## config.mk

```make
export PLATFORM = sky130hd
export DESIGN_NAME = ov7670_capture
export DESIGN_NICKNAME = d
export VERILOG_FILES = /design/src/rtl/ov7670_capture.sv
export SDC_FILE = /design/constraint.sdc
export NUM_CORES = 1
export LEC_CHECK = 0
export ABC_AREA = 1
export BUFFER_PORTS_ARGS = -buffer_cell sky130_fd_sc_hd__clkbuf_2
export CORE_ASPECT_RATIO = 0.6
export CORE_MARGIN = 4
export CORE_UTILIZATION = 50
export DETAILED_ROUTE_END_ITERATION = 8
export GPL_TIMING_DRIVEN = 0
export HOLD_SLACK_MARGIN = 0.1
export PLACE_DENSITY = 0.66
export SLEW_MARGIN = 20
export SYNTH_ARGS = -nofsm -noshare
export SYNTH_HDL_FRONTEND = slang
export SYNTH_SLANG_ARGS = --single-unit
```

## constraint.sdc

```tcl
create_clock -name clk -period 2.9 [get_ports clk]
set_clock_uncertainty 0.15 [all_clocks]
set_input_delay 0.29 -clock clk [delete_from_list [all_inputs] [get_ports clk]]
set_output_delay 0.29 -clock clk [all_outputs]
set_load 0.05 [all_outputs]
```

## src/rtl/ov7670_capture.sv

```systemverilog
// ov7670_capture: brings a raw OV7670 DVP bus (pclk/href/vsync/data) into the
// system clock domain and writes RGB565 pixels into a linear frame buffer.
// Optional build macro CAPTURE_DECIMATE_EN keeps only even columns of even
// lines; without it every pixel of the frame is written.
module ov7670_capture #(
  parameter int H_PIXELS = 640,
  parameter int V_LINES  = 480,
  parameter int ADDR_W   = 19
) (
  input  logic              clk,
  input  logic              rst_n,
  input  logic              enable,
  input  logic              cam_pclk,
  input  logic              cam_href,
  input  logic              cam_vsync,
  input  logic [7:0]        cam_d,
  output logic              wr_en,
  output logic [ADDR_W-1:0] wr_addr,
  output logic [15:0]       wr_data,
  output logic              frame_done,
  output logic              frame_err,
  output logic [9:0]        line_count
);

  // Addresses stop advancing here; anything beyond is dropped, never wrapped.
  localparam logic [ADDR_W-1:0] ADDR_LIMIT = ADDR_W'(H_PIXELS * V_LINES);

`ifdef CAPTURE_DECIMATE_EN
  // A clean decimated frame keeps one pixel out of every 2x2 block.
  localparam logic [ADDR_W-1:0] FRAME_WRITES = ADDR_W'((H_PIXELS / 2) * (V_LINES / 2));
`else
  localparam logic [ADDR_W-1:0] FRAME_WRITES = ADDR_LIMIT;
`endif

  typedef enum logic [1:0] {
    IDLE    = 2'd0,
    WAIT_VS = 2'd1,
    SYNC    = 2'd2,
    ACTIVE  = 2'd3
  } state_t;

  // Camera control bits are packed as {vsync, href, pclk}.
  logic [2:0]        camS1_q;
  logic [2:0]        camS2_q;
  logic [2:0]        camS3_q;
  logic [7:0]        dS1_q;
  logic [7:0]        dS2_q;
  logic [7:0]        dS3_q;

  logic              pclkRise_q;
  logic              hrefFall_q;
  logic              vsRise_q;
  logic              vsFall_q;

  state_t            state_q;
  state_t            state_d;
  logic [ADDR_W-1:0] addr_q;
  logic [ADDR_W-1:0] addr_d;
  logic [ADDR_W-1:0] wrAddr_q;
  logic [ADDR_W-1:0] wrAddr_d;
  logic [15:0]       wrData_q;
  logic [15:0]       wrData_d;
  logic              wrEn_q;
  logic              wrEn_d;
  logic              frameDone_q;
  logic              frameDone_d;
  logic              frameErr_q;
  logic              frameErr_d;
  logic [9:0]        lineCount_q;
  logic [9:0]        lineCount_d;
  logic              phase_q;
  logic              phase_d;
  logic [7:0]        hiByte_q;
  logic [7:0]        hiByte_d;
  logic              overflow_q;
  logic              overflow_d;
  logic              keepPixel;
`ifdef CAPTURE_DECIMATE_EN
  logic              colOdd_q;
  logic              colOdd_d;
`endif

  // Two-flop synchronizers, a third aligned stage, and registered edge pulses.
  // The third stage doubles as the "previous" value for edge detection and as
  // the href/data snapshot that lines up with the registered pclk rise.
  always_ff @(posedge clk) begin
    if (!rst_n) begin
      camS1_q    <= '0;
      camS2_q    <= '0;
      camS3_q    <= '0;
      dS1_q      <= '0;
      dS2_q      <= '0;
      dS3_q      <= '0;
      pclkRise_q <= 1'b0;
      hrefFall_q <= 1'b0;
      vsRise_q   <= 1'b0;
      vsFall_q   <= 1'b0;
    end else begin
      camS1_q    <= {cam_vsync, cam_href, cam_pclk};
      camS2_q    <= camS1_q;
      camS3_q    <= camS2_q;
      dS1_q      <= cam_d;
      dS2_q      <= dS1_q;
      dS3_q      <= dS2_q;
      pclkRise_q <= camS2_q[0] & ~camS3_q[0];
      hrefFall_q <= ~camS2_q[1] & camS3_q[1];
      vsRise_q   <= camS2_q[2] & ~camS3_q[2];
      vsFall_q   <= ~camS2_q[2] & camS3_q[2];
    end
  end

  // Next-state logic: frame sequencing, byte pairing, line and frame accounting.
  always_comb begin
    state_d     = state_q;
    addr_d      = addr_q;
    wrAddr_d    = wrAddr_q;
    wrData_d    = wrData_q;
    wrEn_d      = 1'b0;
    frameDone_d = 1'b0;
    frameErr_d  = 1'b0;
    lineCount_d = lineCount_q;
    phase_d     = phase_q;
    hiByte_d    = hiByte_q;
    overflow_d  = overflow_q;
    keepPixel   = 1'b1;
`ifdef CAPTURE_DECIMATE_EN
    colOdd_d    = colOdd_q;
    keepPixel   = ~colOdd_q & ~lineCount_q[0];
`endif

    unique case (state_q)
      IDLE: begin
        if (enable) begin
          state_d = WAIT_VS;
        end
      end

      WAIT_VS: begin
        if (!enable) begin
          state_d = IDLE;
        end else if (vsRise_q) begin
          state_d = SYNC;
        end
      end

      SYNC: begin
        if (!enable) begin
          state_d = IDLE;
        end else if (vsFall_q) begin
          state_d     = ACTIVE;
          addr_d      = '0;
          lineCount_d = '0;
          phase_d     = 1'b0;
          overflow_d  = 1'b0;
`ifdef CAPTURE_DECIMATE_EN
          colOdd_d    = 1'b0;
`endif
        end
      end

      ACTIVE: begin
        // Byte capture: first byte of a pixel is the high half.
        if (pclkRise_q && camS3_q[1]) begin
          if (!phase_q) begin
            hiByte_d = dS3_q;
            phase_d  = 1'b1;
          end else begin
            phase_d = 1'b0;
`ifdef CAPTURE_DECIMATE_EN
            colOdd_d = ~colOdd_q;
`endif
            if (keepPixel) begin
              if (addr_q == ADDR_LIMIT) begin
                overflow_d = 1'b1;
              end else begin
                wrEn_d   = 1'b1;
                wrAddr_d = addr_q;
                wrData_d = {hiByte_q, dS3_q};
                addr_d   = addr_q + ADDR_W'(1);
              end
            end
          end
        end

        // Line end is folded in before the frame-end decision below, so a
        // dangling byte on the last line still marks the frame as bad.
        if (hrefFall_q) begin
          if (phase_d) begin
            overflow_d = 1'b1;
          end
          phase_d = 1'b0;
          if (lineCount_q != 10'h3FF) begin
            lineCount_d = lineCount_q + 10'd1;
          end
`ifdef CAPTURE_DECIMATE_EN
          colOdd_d = 1'b0;
`endif
        end

        // The write count equals the address, since it never wraps.
        if (vsRise_q) begin
          if ((addr_d == FRAME_WRITES) && !overflow_d) begin
            frameDone_d = 1'b1;
          end else begin
            frameErr_d = 1'b1;
          end
          state_d = enable ? SYNC : IDLE;
        end
      end

      default: begin
        state_d = IDLE;
      end
    endcase
  end

  // State and datapath registers; reset aborts any frame silently.
  always_ff @(posedge clk) begin
    if (!rst_n) begin
      state_q     <= IDLE;
      addr_q      <= '0;
      wrAddr_q    <= '0;
      wrData_q    <= '0;
      wrEn_q      <= 1'b0;
      frameDone_q <= 1'b0;
      frameErr_q  <= 1'b0;
      lineCount_q <= '0;
      phase_q     <= 1'b0;
      hiByte_q    <= '0;
      overflow_q  <= 1'b0;
    end else begin
      state_q     <= state_d;
      addr_q      <= addr_d;
      wrAddr_q    <= wrAddr_d;
      wrData_q    <= wrData_d;
      wrEn_q      <= wrEn_d;
      frameDone_q <= frameDone_d;
      frameErr_q  <= frameErr_d;
      lineCount_q <= lineCount_d;
      phase_q     <= phase_d;
      hiByte_q    <= hiByte_d;
      overflow_q  <= overflow_d;
    end
  end

`ifdef CAPTURE_DECIMATE_EN
  // Column parity tracker used to keep only even columns.
  always_ff @(posedge clk) begin
    if (!rst_n) begin
      colOdd_q <= 1'b0;
    end else begin
      colOdd_q <= colOdd_d;
    end
  end
`endif

  assign wr_en      = wrEn_q;
  assign wr_addr    = wrAddr_q;
  assign wr_data    = wrData_q;
  assign frame_done = frameDone_q;
  assign frame_err  = frameErr_q;
  assign line_count = lineCount_q;

endmodule

```

==> results of run 1 <==
[cells by family (layout without fill, tap and decap cells)]
group / Yosys count / after routing / synth area share [%]
compound gates: 111 / 111 / 11.19
xor+xnor: 4 / 4 / 0.8345
fa+ha+maj: 4 / 4 / 0.9816
buf+inv: 124 / 227 / 9.963
flops: 116 / 116 / 45.55
simple gates: 369 / 369 / 31.48
[stage by stage]
stage          hold slack (ns)  setup WS (ns)
3_5_place_dp            0.2303         0.4090
3_3_place_gp            0.2234         0.4243
4_1_cts                 0.1089         0.3947
5_1_grt                 0.1407         0.2302
2_1_floorplan           0.2182         0.5596
6_report                0.1198         0.3731
[placed cells by master, fill, tap and decap left out, types with 2 or more instances in the layout]
cell,synthesis,routed
a21oi_1,61,61
buf_2,5,5
buf_4,2,2
buf_6,3,3
clkbuf_1,21,22
clkbuf_16,0,17
clkbuf_2,0,61
clkbuf_8,0,4
clkinv_1,3,3
clkinv_2,1,4
clkinvlp_4,0,4
dfxtp_1,116,116
dlygate4sd3_1,0,12
ha_1,4,4
inv_1,83,83
inv_2,3,3
inv_4,2,2
nand2_1,195,195
nand2_2,3,3
nand2_4,2,2
nand3_1,40,40
nand3_2,2,2
nand4_1,15,15
nor2_1,90,90
nor2_2,6,6
nor2_4,4,4
nor3_1,7,7
o21ai_0,43,43
xor2_1,3,3
[report_power, final]
group	switching (uW)	internal [uW]	total, uW
logic	117	54.5	172
clock network	718	1170	1880
registers	19.5	1620	1640
total	855	2840	3700
[area by class of cell]
class,instances,area share [%]
timing repair buffer,73,6.827
clock buffer,22,7.771
sequential,116,37.27
inverter,92,5.643
multi-input combinational,488,36.41
buffer,32,2.510
clock inverter,8,0.8635
tap,135,2.711
[worst paths after layout]
| path | startpoint | endpoint | depth (start not counted) |
|---|---|---|---|
| hold / removal | enable | state_q[0]$_SDFFE_PN0P_ | 4 |
| setup reg to reg | camS3_q[1]$_SDFF_PN0_ | frame_err$_SDFF_PN0_ | 15 |
| setup / recovery | camS3_q[1]$_SDFF_PN0_ | frame_err$_SDFF_PN0_ | 15 |
| hold reg to reg | camS3_q[0]$_SDFF_PN0_ | pclkRise_q$_SDFF_PN0_ | 1 |
[state kept, by name, indices dropped and copies added (netlist names), 8 cells and up]
signal,flops
addr_q,19
wr_data,16
wr_addr,19
hiByte_q,8
line_count,10
dS2_q,8
dS3_q,8
dS1_q,8
[critical path: stages (launching register included)]
cell	delay [ns]
dfxtp_1	0.31
nand2_1	0.23
clkinv_1	0.27
buf_2	0.26
ha_1	0.31
inv_1	0.04
a21oi_1	0.12
nand2_1	0.08
inv_1	0.09
nand2_1	0.06
nor2_1	0.08
nand2_1	0.05
nor2_1	0.09
nand2_1	0.06
nor2_1	0.16
nor2_1	0.06
[timing repair]
item,CTS,global route
hold buffers,12,0
endpoints found under the hold margin,14,0
setup buffers,0,0
[per-layer routing]
| layer | up-vias | wire length, um | track usage [%] |
|---|---|---|---|
| met1 | 2234 | 6835 | 33.81 |
| met4 | 0 | 80 | 7.354 |
| met5 | - | 0 | 0 |
| li1 | 2480 | - | - |
| met3 | 8 | 1065 | 5.843 |
| met2 | 174 | 5641 | 33.45 |
==> run metrics, run 1 <==
starting density of the core 51.43%; CTS max path bufs 2; Tcrit/Tclk final 87.14%; reg2reg setup slack 0.37 ns; Placed Cells 924; Yosys warnings 0; crit path kind reg -> reg; Setup Viol. Count Final 0; IO Port Bufs 61; Row Count 28; async set-reset flop share out of synthesis 0%; CTS root buf clkbuf_16; Seq/Total Area, Yosys 45.55%; largest net degree at the start of global routing 17; final core area utilization 62.85%; CP Launch Type register; Required @ worst endpoint 3.05 ns; Power per Cell Area 593.6 nW/um^2; post-DR vias/cell 5.068; Nets 838; Setup Total Neg Slack 0 ns; Core ar. 9915 sq um; max-cap violation count 0; router iterations before antenna repair 4; first-pass GRT wire length 21,800 um; Max VDD drop 0.4799 mV; Synth Cell Area 5099 sq um; top-count cell post-synth nand2_1; die height 86.22 um; Seq cells post-synth 116; Synth cell types 38; CTS tree done; initial DRC count 433; DP HPWL 9931 um; Slew Viols, Final 0; DP Area 5573 sq um; Die Wd 138.4 um; vias 4,896; Clk pin slew, worst setup/hold paths 0.05 ns; area of the multi-input gates 2268 sq um; grt ovf 0; final non-filler cell total 966; CP Capture Type register; GPL Wtd Cong 0.9139; Register Area 2322 sq um; Total GRT Usage 23.11%; H-tree depth 4; measured slew at the worst slew-check pin 0.6241 ns; Detail Route Antenna Nets 0; CTS Buf Count 17; Post-synth top cells nand2_1, dfxtp_1, nor2_1; Synth area leader dfxtp_1; area fraction of the dominant cell type after synthesis 45.55%; design area 6231 sq um; mean post-synth cell area 7.004 sq um; Fillers 872; I/O pins 62; FMAX 0.3957 GHz; EDFF count, synth 0; Remaining DRCs 0; worst hold path type in -> reg; drt wl/cell 14.10 um; area delta synth->final 22.21%; Main synth FF type dfxtp_1; Post-Synthesis Cells 728; layout cells sized above 1 15.52%; P_leak 0.002982 uW; top cells by area, synth dfxtp_1, nand2_1, nor2_1; Total Power Consumption 3699 uW; cts repair resizes 0; status finished clean; RSZ-0062 raised after global routing no; post-synth net total 746; vias in the first global route 4,430; final hold violation count 0; final wirelength 13,620 um; n_diodes 0; DIE AREA 11,930 sq um; CP Max Fanout 10; # clock sinks 116; Slew HR 58.39%; crit path DAT 2.68 ns; min cycle time layout 2.527 ns; initial antenna violation count 0; clock latency on the worst-skew pair 0.41 ns
Power figures use the tool's default switching activity.
==> inputs of run 2 (changes only) <==
==> constraint.sdc (replaced) <==
create_clock -name clk -period 2.9 [get_ports clk]
set_clock_uncertainty 0.15 [all_clocks]
set_input_delay 0.145 -clock clk [delete_from_list [all_inputs] [get_ports clk]]
set_output_delay 0.145 -clock clk [all_outputs]
set_load 0.05 [all_outputs]
==> run 2 against run 1 <==
Effect of this change:
- global-route usage hardly changed
- via count hardly changed
- design area increased by 0.16%
- first-iteration DRC count increased by 5.1%
- combinational power about the same
- register-to-register slack is essentially flat
- sequential share of layout area down 0.060 points
- critical path depth stayed put
- critical endpoint unchanged
- largest cell class unchanged
- highest routed layer unchanged
==> run metrics, run 2 (same netlist as run 1, synthesis figures left out) <==
status finished clean (unchanged); P_leak 0.002986 uW (was 0.002982 uW); FMAX 0.3973 GHz (was 0.3957 GHz); crit path DAT 2.67 ns (was 2.68 ns); starting density of the core 51.43% (unchanged); measured slew at the worst slew-check pin 0.6048 ns (was 0.6241 ns); most frequent cells in the layout nand2_1, dfxtp_1, nor2_1, inv_1 (unchanged); Slew HR 59.68% (was 58.39%); Worst path top cell family by delay simple AND/OR/NAND/NOR gates (unchanged); area of the multi-input gates 2268 sq um (unchanged); Setup Total Neg Slack 0 ns (unchanged); initial DRC count 455 (was 433); crit path kind reg -> reg (unchanged); Clk pin slew, worst setup/hold paths 0.05 ns (about the same); Total GRT Usage 23.10% (was 23.11%); Hold Path Depth 1 (was 4); Max VDD drop 0.4770 mV (was 0.4799 mV); H-tree depth 4 (unchanged); Slew Viols, Final 0 (unchanged); Detail Route Antenna Nets 0 (unchanged); n_diodes 0 (unchanged); CTS Buf Count 17 (unchanged); Slowest-stage cell, CP dfxtp_1 (unchanged); drt wl/cell 14.07 um (was 14.10 um); Required @ worst endpoint 3.05 ns (about the same); grt ovf 0 (unchanged); GPL Wtd Cong 0.9139 (unchanged); CP Launch Type register (unchanged); Row Count 28 (unchanged); post-DR vias/cell 5.059 (was 5.068); DIE AREA 11,930 sq um (unchanged); initial antenna violation count 0 (unchanged); CP Capture Type register (unchanged); router iterations before antenna repair 7 (was 4); CTS root buf clkbuf_16 (unchanged); worst hold path type reg -> reg (was in -> reg); Power per Cell Area 592.3 nW/um^2 (was 593.6 nW/um^2); Remaining DRCs 0 (unchanged); final wirelength 13,610 um (was 13,620 um); clock latency on the worst-skew pair 0.41 ns (about the same); worst r2r path cells 15 (unchanged); Setup Viol. Count Final 0 (unchanged); most common cell after layout, fill and taps aside nand2_1 (unchanged); IO Port Bufs 61 (unchanged); final non-filler cell total 967 (was 966); max-cap violation count 0 (unchanged); CP max stage delay 0.31 ns (about the same); final hold violation count 0 (unchanged); Die Wd 138.4 um (unchanged); area delta synth->final 22.40% (was 22.21%); CP Max Fanout 10 (unchanged); RSZ-0062 raised after global routing no (unchanged); min cycle time layout 2.517 ns (was 2.527 ns); Core ar. 9915 sq um (unchanged); # clock sinks 116 (unchanged); I/O pins 62 (unchanged); first-pass GRT wire length 21,780 um (was 21,800 um); die height 86.22 um (unchanged); layout cells sized above 1 15.50% (was 15.52%); CTS tree done (unchanged); Levels on crit path 15 (unchanged); cts repair resizes 0 (unchanged); Worst Path Buf+Inv 4 (unchanged); Tcrit/Tclk final 86.79% (was 87.14%); most used cell, CP nand2_1 (unchanged); worst-path cell chain nand2_1 > clkinv_1 > buf_2 > ha_1 > inv_1 > a21oi_1 > nand2_1 > inv_1 > nand2_1 > nor2_1 > nand2_1 > nor2_1 > nand2_1 > nor2_1 > nor2_1 (unchanged); Placed Cells 924 (unchanged); Register Area 2322 sq um (unchanged); CTS max path bufs 2 (unchanged); largest net degree at the start of global routing 17 (unchanged); DP HPWL 9931 um (unchanged); Fillers 870 (was 872); vias in the first global route 4,424 (was 4,430); vias 4,892 (was 4,896); Nets 839 (was 838)
run 2: power breakdown:
| group | internal, uW | switching (uW) |
|---|---|---|
| Clock | 1170 | 715 |
| Sequential | 1620 | 19.8 |
| Combinational | 55.3 | 116 |
| Total | 2840 | 852 |
run 2: timing repair:
item / in CTS / in global routing
setup buffers: 0 / 0
setup endpoints to repair: 0 / 0
hold buffers: 13 / 0
hold endpoints to repair: 19 / 0
run 2: final timing paths:
kind | from | slack, ns | end
hold / removal | camS3_q[0]$_SDFF_PN0_ | 0.24 | pclkRise_q$_SDFF_PN0_
setup reg to reg | camS3_q[1]$_SDFF_PN0_ | 0.38 | frame_err$_SDFF_PN0_
hold reg to reg | camS3_q[0]$_SDFF_PN0_ | 0.24 | pclkRise_q$_SDFF_PN0_
setup / recovery | camS3_q[1]$_SDFF_PN0_ | 0.38 | frame_err$_SDFF_PN0_
run 2: cell type report:
| class | instances | area share (%) |
|---|---|---|
| Buffer | 32 | 2.506 |
| Clock buffer | 22 | 7.759 |
| Clock inverter | 8 | 0.8621 |
| Inverter | 92 | 5.634 |
| Multi-Input combinational cell | 488 | 36.35 |
| Sequential cell | 116 | 37.21 |
| Tap cell | 135 | 2.706 |
| Timing Repair Buffer | 74 | 6.977 |
run 2: metal layers:
metal  up-vias  wire length [um]  track usage (%)
met5         -                 0                0
met3        15              1144            5.843
met2       181              5571            33.45
met4         0               112            7.354
met1      2218              6778            33.78
li1       2478                 -                -
run 2: metrics by stage:
step                      setup slack, ns  util (%)  power (uW)  hold slack, ns  area (sq um)
final                              0.3832     62.95        3697          0.2364          6241
after CTS                          0.3947     62.95        3721          0.2376          6241
after global routing               0.2302     62.95        3817          0.2475          6241
after global placement             0.4243     56.21        1824          0.1761          5573
after detailed placement           0.4090     56.21        1830          0.1827          5573
after floorplan                    0.5596         -        1776         0.09263          5099
run 2: worst reg2reg max path: cells and delay by family (launching register included):
| family | cells | cell delay, ns |
|---|---|---|
| AOI/OAI and AO/OA | 1 | 0.11 |
| adders and majority gates | 1 | 0.31 |
| buffers and inverters | 4 | 0.68 |
| DFF | 1 | 0.31 |
| and+or+nand+nor | 9 | 0.86 |
